--- config.mk ---
export PLATFORM = sky130hd
export DESIGN_NAME = sensor_scheduler
export DESIGN_NICKNAME = d
export VERILOG_FILES = /design/src/rtl/sensor_scheduler.sv
export SDC_FILE = /design/constraint.sdc
export NUM_CORES = 1
export LEC_CHECK = 0
export CAP_MARGIN = 20
export CORE_UTILIZATION = 56
export CTS_CLUSTER_DIAMETER = 40
export CTS_CLUSTER_SIZE = 16
export DETAILED_ROUTE_END_ITERATION = 10
export GPL_TIMING_DRIVEN = 0
export PLACE_DENSITY = 0.75
export SYNTH_ARGS = -nofsm -noshare
export SYNTH_HDL_FRONTEND = slang
export SYNTH_SLANG_ARGS = --single-unit
--- constraint.sdc ---
create_clock -name clk -period 3.15 [get_ports clk]
set_input_delay 0.63 -clock clk [delete_from_list [all_inputs] [get_ports clk]]
set_output_delay 0.63 -clock clk [all_outputs]
set_load 0.1 [all_outputs]
--- src/rtl/sensor_scheduler.sv ---
// Round-robin poller for four temperature sensors on a shared req/ack bus.
// Produces one floor-averaged signed reading per period and flags channel timeouts.
module sensor_scheduler #(
    parameter logic [15:0] PERIOD  = 16'd1000,
    parameter logic [7:0]  TIMEOUT = 8'd20
) (
    input  logic              clk,
    input  logic              reset,
    input  logic              sens_ack,
    input  logic signed [7:0] sens_data,
    output logic [3:0]        sens_req,
    output logic signed [7:0] temp_out,
    output logic              temp_valid,
    output logic [3:0]        fault,
    output logic              busy
);

    typedef enum logic [1:0] {IDLE, REQ, GAP, AVG} state_t;

    state_t            state, state_nx;
    logic [15:0]       pcnt;
    logic              tick;
    logic [1:0]        ch;
    logic [7:0]        timer;
    logic signed [7:0] slot [4];
    logic [2:0]        fails;
    logic              acked;
    logic              timed_out;
    logic signed [9:0] sum;
    logic signed [9:0] avg;

    assign tick      = (pcnt == PERIOD - 16'd1);
    assign acked     = (state == REQ) && sens_ack;
    // An ack on the timeout edge takes priority, so timeout requires no ack.
    assign timed_out = (state == REQ) && !sens_ack && (timer == TIMEOUT - 8'd1);
    assign sum       = 10'(slot[0]) + 10'(slot[1]) + 10'(slot[2]) + 10'(slot[3]);
    assign avg       = sum >>> 2;

    always_ff @(posedge clk or negedge reset) begin
        if (!reset) state <= IDLE;
        else        state <= state_nx;
    end

    always_comb begin
        state_nx = state;
        sens_req = '0;
        busy     = (state != IDLE);
        case (state)
            IDLE: if (tick) state_nx = REQ;
            REQ: begin
                sens_req = 4'b0001 << ch;
                if (acked || timed_out) state_nx = GAP;
            end
            GAP:     state_nx = (ch == 2'd3) ? AVG : REQ;
            AVG:     state_nx = IDLE;
            default: state_nx = IDLE;
        endcase
    end

    always_ff @(posedge clk or negedge reset) begin
        if (!reset) begin
            pcnt       <= '0;
            ch         <= '0;
            timer      <= '0;
            fails      <= '0;
            fault      <= '0;
            temp_out   <= '0;
            temp_valid <= 1'b0;
            for (int unsigned i = 0; i < 4; i++) slot[i] <= '0;
        end else begin
            pcnt       <= tick ? '0 : pcnt + 16'd1;
            temp_valid <= 1'b0;
            case (state)
                IDLE: begin
                    if (tick) begin
                        ch    <= '0;
                        timer <= '0;
                        fails <= '0;
                    end
                end
                REQ: begin
                    if (acked) begin
                        slot[ch]  <= sens_data;
                        fault[ch] <= 1'b0;
                    end else if (timed_out) begin
                        slot[ch]  <= temp_out;
                        fault[ch] <= 1'b1;
                        fails     <= fails + 3'd1;
                    end else begin
                        timer <= timer + 8'd1;
                    end
                end
                GAP: begin
                    timer <= '0;
                    if (ch != 2'd3) ch <= ch + 2'd1;
                end
                AVG: begin
                    if (fails < 3'd4) begin
                        temp_out   <= avg[7:0];
                        temp_valid <= 1'b1;
                    end
                end
                default: ;
            endcase
        end
    end

endmodule

[Word-level counts from Yosys, hierarchy flattened]
Cells that the tools add are included.
Operators by class
  add/subtract/negate cells: 7
  magnitude comparators: 5
  equal/unequal tests: 13
  shift-type cells: 1
  muxes and demuxes: 29
  bitwise gates (word level): 4
  reduce and logical (&&, ||, !) cells: 19
Operators with widths (count)
  32-bit bitwise mux: 2
  32-bit 2-to-1 mux: 2
  8-bit 2-to-1 mux: 4
  8-bit one-hot mux with 3 select lines: 1
  16-bit by 1-bit adder with 16-bit output (second input constant): 1
  8-bit demux with 2-bit select: 1
  16-bit by 10-bit equality test with 1-bit output (second input constant): 1
  16-bit 2-to-1 mux: 1
  4-bit 2-to-1 mux: 3
  2-bit != test (second input constant): 6
  10-bit by 8-bit adder with 10-bit output: 1
  9-bit by 8-bit adder with 10-bit output: 1
  2-bit 2-to-1 mux: 5
  8-bit by 8-bit adder with 9-bit output: 1
  3-bit 2-to-1 mux: 3
  8-bit by 1-bit adder with 8-bit output (second input constant): 1
  8-bit by 5-bit equality test with 1-bit output (second input constant): 1
  2-bit one-hot mux with 4 select lines: 1
  4-bit AND reduction: 2
  2-bit nonzero test: 4
  2-bit equality test (second input constant): 3
  3-bit one-hot mux with 2 select lines: 1
  2-bit AND reduction: 3
  1-bit logical AND: 5
  other kinds (22): 24
Storage, ports and cells
  flip-flop bits (word level): 76
  input bits: 11
  output and inout port bits: 18

[Longest topological paths before layout]
Gate-level depths: netlist of the first run.
  depth after elaboration: 8
  gate-level depth with buffers: 11
  depth with buffers taken out: 11

[Worst setup path before layout of the first run]
OpenSTA, ideal clock, no wires.
  path kind: register to register
  from: register slot[1] in the netlist's numbering
  to: register temp_out[5]
  setup time: 0.072 ns
  arrival time: 2.789 ns
  data required time: 3.078 ns
  path slack: 0.289 ns
  cell stages (with the launch flop): 12
  buffers on the path: 0
  clock period less this slack: 2.861 ns
  cell sequence: dfrtp_1 inv_1 fa_1 inv_1 fa_1 nand2_1 nor2_1 fa_1 a211oi_1 o21bai_1 a2111oi_0 nand3b_1
On the way
  word-level cells in the longest chain between the ends: 1
Ends and longest elaborated chain
  start: declaration: RTL line 25  | logic signed [7:0] slot [4];
  start signal: indexed assignment: RTL line 83  | slot[ch] <= sens_data;
  start signal: indexed assignment: RTL line 86  | slot[ch] <= temp_out;
  10-bit by 8-bit adder with 10-bit output: RTL line 36  | assign sum = 10'(slot[0]) + 10'(slot[1]) + 10'(slot[2]) + 10'(slot[3]);
  end signal: assignment: RTL line 99  | temp_out <= avg[7:0];
  end: declaration: RTL line 12  | output logic signed [7:0] temp_out,
Every way passes these cells.
A chain may end at the register's enable or synchronous reset.

[Worst setup path in the final report of the first run]
  from: register state[1]
  to: output port sens_req[3]
On the way
  word-level cells in the longest chain between the ends: 2
Ends and longest elaborated chain
  start: declaration: RTL line 20  | state_t state, state_nx;
  start signal: assignment: RTL line 41  | else state <= state_nx;
  2-bit by 1-bit equality test with 1-bit output: RTL line 48  | case (state)
  4-bit 2-to-1 mux: RTL line 48
  end: declaration: RTL line 11  | output logic [3:0] sens_req,
Every way passes these cells.

==> flow_summary.ini, run 1 <==
[status]
outcome = completed

[logic_synthesis]
seq_area_frac_synth_pct = 43.8
synthTopCellsByCount = dfrtp_1 (76), inv_1 (51), mux2_2 (44), nand2_1 (29)
ys_ff_latch = 76
synth-adder-area-share_pct = 11.9
ys_warn_count = 0
async_reset_ff_share_pct = 100
yosysUniqueCellTypes = 60
synth_top_area_share_pct = 43.8
synthFlopType = dfrtp_1
synth_top_cell_by_area = dfrtp_1
synth_top_family_by_area = simple AND/OR/NAND/NOR gates
yosys.area_share.simple_pct = 14.1
synthMostInstantiatedCell = dfrtp_1
synth_cells = 400
synth_xor_area_share_pct = 3.02
synth_area_per_cell_um2 = 10.9
synth_nets = 442
synth-compound-area-share_pct = 9.71
synth_edf_count = 0
synth.area.mux_share_pct = 11.6
syn_area_mm2 = 0.00434
yosys-top-cells-area = dfrtp_1 (44%), mux2_2 (11%), fa_1 (7.8%)

[placed_design]
place_congestion = 0.789
placed_cell_area_mm2 = 0.00477
dp.cells = 528
place_hpwl_um = 6060
place_ws_ns = 0.0869
io_buffers = 28

[layout]
register_area_mm2 = 0.00190
fin_util_pct = 68.3
finalNonFillerCells = 544
area_growth_pct = 15.9
final_area_mm2 = 0.00503
layout-drive-gt1-share_pct = 18.7
multi_input_area_mm2 = 0.00219
nFillCells = 581
diodes = 0
nets = 482

[power]
pwr-share-comb_pct = 1.8
internal-power_mw = 1.59
p_clk_share_pct = 48.9
p_sw_share_pct = 19.5
finalPower_mw = 1.98
sequentialPowerShare_pct = 49.3
leakagePower_nw = 2.39
switchingPower_uw = 386
peakVddDrop_mv = 0.306
p_per_area_mw_per_mm2 = 393

[clock_tree]
htree_levels = 3
cts_tree = built
clock-sinks = 76
clockBufferDepth = 2
cts_root_buf = clkbuf_8
holdBufCountCts = 0
post_cts_buffers = 0
cts_made_buffers = 9
path_clk_slew_ns = 0.08
clk_latency_ns = 0.35

[floorplan]
rows = 31
ios = 29
die_y_um = 90.1
die_w_um = 90.1
coreArea_mm2 = 0.00737
dieArea_mm2 = 0.00811
initial_core_util_pct = 58.9

[worst_setup_path]
critical_path_class = reg -> out
cp.required_ns = 2.52
crit-reg2reg-launch = slot[1]
critical_path_arrival_ns = 2.34
cp_max_fo = 10
end_kind = output pin
critPathLaunch = state[1]
cp-start-kind = flip-flop

[timing]
worst_slew_pin_slew_ns = 0.979
fin_crit_ns = 2.97
whs_ns = 0.212
fin_skew_ns = 0.00884
max_slew_margin_pct = 34.5
max_freq_mhz = 337
setup_slack_ns = 0.184
hold_violations = 0
finalMaxSlewViolations = 0
rsz0062_at_grt = no
tns_ns = 0
fin_crit_sh_pct = 94.1
setup_viol = 0

[global_routing]
grt_overflow = 0
grt_pass1_vias = 3145
grt_max_degree = 43
track_usage_pct = 23.5
antenna_found_initial = 0
grt_pass1_wl_um = 15100

[detailed_routing]
finalWirelength_um = 8550
vias_per_cell = 5.55
wl_per_cell_um = 15.7
remaining_drc_errors = 0
ant_nets = 0
vias = 3020
initialDrtViolationCount = 186
dr.pass1.iters = 4

[hold_path]
hold_path.class = in -> async

[job]
cap_violations = 0
area by class of cell:
cell class / count / share of cell area, %
multi-input cells: 261 / 43.6
flip-flops and latches: 76 / 37.8
repair buffers: 29 / 5.86
inverters: 52 / 3.88
clock inverters: 7 / 2.76
clock buffers: 9 / 2.46
well taps: 99 / 2.46
plain buffers: 11 / 1.22
path summary, 6_finish.rpt:
kind / end / slack [ns] / cells past startpoint
min reg2reg: pcnt[15] / 0.47 / 1
max reg2reg: temp_out[5] / 0.24 / 11
max: sens_req[3] / 0.18 / 5
min: slot[24] / 0.21 / 1
max in group asynchronous: slot[28] / 2.36 / 2
min in group clk: pcnt[15] / 0.47 / 1
routing by layer:
metal	vias to the layer above	wire (µm)	part of all wire (%)	GRT usage, %
li1	1463	-	-	-
met1	1488	3790	44	30.9
met5	-	0	0	0
met3	12	289	3.4	5.67
met2	57	4350	51	39.3
met4	0	124	1.5	6.05
worst max-delay path, stage by stage, from the launching register on:
cell and delay (ns):
dfrtp_1 0.36, clkbuf_1 0.20, nor2b_1 0.14, buf_2 0.21
and2_1 0.20, dlygate4sd2_1 0.87
flip-flops by register name, indices dropped and copies added, names as in the netlist, named ones only:
signal,cells
temp_out,8
state,2
fails,3
temp_valid,1
slot,32
timer,8
pcnt,16
ch,2
kinds of logic (layout without fill, tap and decap cells):
kind of cell    Yosys count  after routing
simple gates            112            112
flops                    76             76
buf+inv                  63            108
compound gates           58             58
mux                      45             45
fa+ha+maj                31             31
xor+xnor                 15             15
what timing repair did:
action                                  CTS  global route
gates resized for setup                   4             4
pin swaps                                 0             1
endpoints found under the setup margin    4             2
power groups by stage:
stage / logic [mW] / clock network, mW / registers (mW)
global route: 0.0424 / 1.03 / 0.975
CTS: 0.0385 / 0.984 / 0.975
floorplan: 0.00127 / 0 / 0.994
global placement: 0.0347 / 0 / 0.994
detailed placement: 0.0382 / 0 / 0.994
finish: 0.0363 / 0.968 / 0.975
layout by cell type, fill, tap and decap left out, drive strengths merged, types with 12 or more instances in the layout:
cell,count
inv,51
nand2,29
fa,17
ha,14
nor2,17
a21oi,12
clkdlybuf4s50,22
nand3,13
dfrtp,76
mux2,44
No activity file was read; power rests on OpenSTA's default activity.
==> run 2: changes to the inputs <==
--- a/config.mk
+++ b/config.mk
@@ -6,4 +6,5 @@
 export NUM_CORES = 1
 export LEC_CHECK = 0
+export ABC_AREA = 0
 export CAP_MARGIN = 20
 export CORE_UTILIZATION = 56
==> constraint.sdc (replaced) <==
create_clock -name clk -period 3.15 [get_ports clk]
set_input_delay 0.63 -clock clk [delete_from_list [all_inputs] [get_ports clk]]
set_output_delay 0.63 -clock clk [all_outputs]
set_load 0.005 [all_outputs]
==> run 2 against run 1 <==
Compared with the run above: sequential share of layout area barely moved; wire length up 0.19%; via count rose by 1.2%; register-to-register slack is essentially flat; maximum frequency is 2.0% higher; hold slack improved by 0.0022 ns; die area did not move; clock skew hardly changed; core utilization is essentially flat; combinational power about the same; non-clock buffer count unchanged.
==> flow_summary.ini, run 2 (synthesized netlist as in run 1, its figures left out) <==
[floorplan]
initial_core_util_pct = 58.9
ios = 29
rows = 31
coreArea_mm2 = 0.00737
die_w_um = 90.1
dieArea_mm2 = 0.00811
die_y_um = 90.1

[detailed_routing]
ant_nets = 0
wl_per_cell_um = 15.7
finalWirelength_um = 8570
initialDrtViolationCount = 195
vias = 3055
vias_per_cell = 5.62
dr.pass1.iters = 4
remaining_drc_errors = 0

[power]
switchingPower_uw = 385
p_sw_share_pct = 19.5
finalPower_mw = 1.98
pwr-share-comb_pct = 1.8
sequentialPowerShare_pct = 49.3
p_clk_share_pct = 48.9
internal-power_mw = 1.59
leakagePower_nw = 2.35
p_per_area_mw_per_mm2 = 393
peakVddDrop_mv = 0.308

[layout]
nFillCells = 580
nets = 482
fin_util_pct = 68.4
final_cell_mix = dfrtp_1 (76), inv_1 (51), mux2_2 (44)
area_growth_pct = 16.0
regMostFlops = slot
finalNonFillerCells = 544
largest_registers = slot x32, pcnt x16
layout-drive-gt1-share_pct = 18.7
diodes = 0
largest_reg_flops = 32
final_common_cell = dfrtp_1

[global_routing]
antenna_found_initial = 0
grt_pass1_wl_um = 15100
use_met2_pct = 39.3
grt_max_degree = 43
grt_overflow = 0
grtUsageMet1_pct = 30.9
track_usage_pct = 23.5
grt_pass1_vias = 3145
grtUsageMet3_pct = 5.67
grt-busiest-layer = met2

[timing]
setup_slack_ns = 0.242
max_freq_mhz = 344
fin_crit_sh_pct = 92.3
finalMaxSlewViolations = 0
setup_viol = 0
worst_slew_pin_slew_ns = 0.675
max_slew_margin_pct = 54.6
tns_ns = 0
fin_skew_ns = 0.00873
fin_crit_ns = 2.91
rsz0062_at_grt = no
hold_violations = 0

[clock_tree]
cts_resized = 0
holdBufCountCts = 0
clock-sinks = 76
htree_levels = 3
cts_tree = built
path_clk_slew_ns = 0.08
clk_latency_ns = 0.35
clockBufferDepth = 2
post_cts_buffers = 0
cts_made_buffers = 9
cts_root_buf = clkbuf_8

[worst_setup_path]
critical_path_arrival_ns = 3.19
critical_path_class = reg -> reg
cp.required_ns = 3.43
cp_max_fo = 3
cp-start-kind = flip-flop
end_kind = flip-flop
cp_cell_sequence = inv_1 -> fa_1 -> inv_1 -> fa_1 -> nand2_1 -> nor2_1 -> fa_2 -> a211oi_2 -> o21bai_1 -> a2111oi_1 -> nand3b_1
cpPeakStageDelay_ns = 0.53
cpLargestDelayFamily = adder cells
cp_slowest_cell = fa_1
worst-path-buf-inv = 2

[hold_path]
hold_path.class = in -> async

[placed_design]
place_hpwl_um = 6060
place_ws_ns = 0.0869
io_buffers = 28
dp.cells = 528
place_congestion = 0.789

[status]
outcome = completed

[job]
cap_violations = 0
==> run 2: worst register-to-register path, stage by stage (launching register included) <==
cell	delay, ns
dfrtp_1	0.35
inv_1	0.06
fa_1	0.53
inv_1	0.06
fa_1	0.49
nand2_1	0.09
nor2_1	0.05
fa_2	0.37
a211oi_2	0.26
o21bai_1	0.13
a2111oi_1	0.31
nand3b_1	0.15
==> run 2: cell type report <==
cell class                 count  area [µm²]  area share, %
buffer                        11        61.3           1.22
clock buffer                   9         124           2.46
clock inverter                 7         139           2.76
inverter                      52         195           3.87
multi-input combinational    261        2190           43.6
sequential                    76        1900           37.8
tap                           99         124           2.46
timing repair buffer          29         298           5.91
==> run 2: per-layer routing <==
metal | up-vias | share of wire (%) | wire length [µm]
li1 | 1463 | - | -
met1 | 1506 | 44 | 3800
met2 | 73 | 50 | 4320
met3 | 13 | 3.9 | 335
met4 | 0 | 1.3 | 108
met5 | - | 0 | 0
==> run 2: final timing paths <==
check	start	end	slack, ns	cells past startpoint
max reg2reg	slot[1]	temp_out[5]	0.24	11
max	slot[1]	temp_out[5]	0.24	11
min reg2reg	pcnt[15]	pcnt[15]	0.47	1
min in group clk	pcnt[15]	pcnt[15]	0.47	1
max in group asynchronous	reset	slot[28]	2.35	2
min	reset	slot[24]	0.21	1
==> run 2: metrics by stage <==
step,hold WS (ns),area [µm²]
final,0.214,5040
after global routing,0.240,5040
after CTS,0.228,5030
after detailed placement,0.467,4770
after global placement,0.448,4750
after floorplan,0.334,4340
==> run 2: power by group through the flow <==
stage	registers, mW	logic (mW)	clock network, mW
detailed placement	0.994	0.0382	0
floorplan	0.994	0.00127	0
global route	0.975	0.0424	1.03
CTS	0.975	0.0385	0.984
global placement	0.994	0.0347	0
finish	0.975	0.0363	0.967
==> run 3: changes to the inputs <==
Settings changed: CTS_CLUSTER_DIAMETER 40 to 60, MAX_ROUTING_LAYER set to met4.
==> run 3 against run 2 <==
Compared with the run above: via count hardly changed; critical endpoint unchanged; core utilization unchanged; clock skew fell by 0.0019 ns; cell count is the same; first-iteration DRC count decreased by 17%; sequential power about the same; sequential share of layout area unchanged; combinational power barely moved; register-to-register slack barely moved; setup slack better by 0.0031 ns; clock power about the same.
==> flow_summary.ini, run 3 (synthesized netlist as in run 1, its figures left out) <==
[power]
pwr-share-comb_pct = 1.8
sequentialPowerShare_pct = 49.2
peakVddDrop_mv = 0.308
switchingPower_uw = 387
internal-power_mw = 1.59
p_per_area_mw_per_mm2 = 393
leakagePower_nw = 2.35
p_sw_share_pct = 19.5
p_clk_share_pct = 48.9

[global_routing]
use_met2_pct = 39.4
grt_overflow = 0
grt-busiest-layer = met2
grt_pass1_vias = 3145
track_usage_pct = 24.3
grt_pass1_wl_um = 15100
grt_max_degree = 43
antenna_found_initial = 0
grtUsageMet3_pct = 4.99
grtUsageMet1_pct = 31.1

[worst_setup_path]
critical_path_arrival_ns = 3.19
cp-start-kind = flip-flop
end_kind = flip-flop
crit-reg2reg-launch = slot[1]
cp.required_ns = 3.43
critPathLaunch = slot[1]
critical_path_class = reg -> reg
cp_max_fo = 3

[layout]
diodes = 0
area_growth_pct = 16.0
layout-drive-gt1-share_pct = 18.7
largest_reg_flops = 32
nFillCells = 580
final_cell_mix = dfrtp_1 (76), inv_1 (51), mux2_2 (44)
final_area_mm2 = 0.00504
final_common_cell = dfrtp_1
regMostFlops = slot
largest_registers = slot x32, pcnt x16
nets = 482

[detailed_routing]
vias = 3054
ant_nets = 0
remaining_drc_errors = 0
vias_per_cell = 5.61
finalWirelength_um = 8540
wl_per_cell_um = 15.7
initialDrtViolationCount = 162
dr.pass1.iters = 4

[floorplan]
die_y_um = 90.1
die_w_um = 90.1
ios = 29
dieArea_mm2 = 0.00811
rows = 31
initial_core_util_pct = 58.9
coreArea_mm2 = 0.00737

[clock_tree]
post_cts_buffers = 0
clk_latency_ns = 0.35
cts_tree = built
holdBufCountCts = 0
htree_levels = 3
cts_made_buffers = 9
clockBufferDepth = 2
cts_root_buf = clkbuf_8
path_clk_slew_ns = 0.08
clock-sinks = 76

[timing]
rsz0062_at_grt = no
max_freq_mhz = 344
whs_ns = 0.213
setup_viol = 0
max_slew_margin_pct = 55.2
hold_violations = 0
fin_crit_ns = 2.91
fin_crit_sh_pct = 92.2
fin_skew_ns = 0.00679
finalMaxSlewViolations = 0
worst_slew_pin_slew_ns = 0.668
setup_slack_ns = 0.245

[hold_path]
hold_path.class = in -> async

[job]
cap_violations = 0

[placed_design]
place_congestion = 0.800
place_hpwl_um = 6060
placed_cell_area_mm2 = 0.00477
io_buffers = 28
place_ws_ns = 0.0869

[status]
outcome = completed
run 3: cell counts in the layout (fill, tap and decap cells not counted):
No cell type changed its count.
run 3: critical path: stages (launching register included):
cell       delay [ns]
dfrtp_1          0.35
inv_1            0.06
fa_1             0.53
inv_1            0.06
fa_1             0.49
nand2_1          0.09
nor2_1           0.05
fa_2             0.37
a211oi_2         0.26
o21bai_1         0.13
a2111oi_1        0.31
nand3b_1         0.15
run 3: worst paths after layout:
path                               end  cells past startpoint  slack (ns)
setup reg to reg           temp_out[5]                     11        0.24
min in group clk              pcnt[15]                      1        0.47
hold reg to reg               pcnt[15]                      1        0.47
max in group asynchronous      pcnt[0]                      2        2.36
setup / recovery           temp_out[5]                     11        0.24
hold / removal                slot[24]                      1        0.21
run 3: per-stage QoR:
step | cells | util [%] | power [mW] | TNS (ns)
CTS | 544 | 68.2 | 2.00 | 0
global route | 544 | 68.4 | 2.05 | 0
finish | 544 | 68.4 | 1.98 | 0
floorplan | 400 | - | 0.996 | 0
detailed placement | 528 | 64.7 | 1.03 | 0
global placement | 527 | 64.4 | 1.03 | -90.25
run 3: timing repair:
| action | CTS | global route |
|---|---|---|
| endpoints found under the setup margin | 0 | 1 |
| endpoints found under the hold margin | 0 | 0 |
| gates resized for setup | 0 | 3 |
run 3: per-layer routing:
layer  wire, µm  part of all wire (%)
met1       3850                    45
met2       4290                    50
met3        259                   3.0
met4        142                   1.7
met5          0                     0
run 3: cell type report:
type,instances,area (µm²),area share (%)
buffer,11,61.3,1.22
clock buffer,9,124,2.46
clock inverter,7,139,2.76
inverter,52,195,3.87
multi-input combinational,261,2190,43.6
sequential,76,1900,37.8
tap,99,124,2.46
timing repair buffer,29,298,5.91
run 3: power groups by stage:
stage | combinational, mW | sequential [mW] | clock (mW)
3_3_place_gp | 0.0347 | 0.994 | 0
5_1_grt | 0.0424 | 0.975 | 1.03
6_report | 0.0361 | 0.975 | 0.969
4_1_cts | 0.0385 | 0.975 | 0.984
2_1_floorplan | 0.00127 | 0.994 | 0
3_5_place_dp | 0.0382 | 0.994 | 0
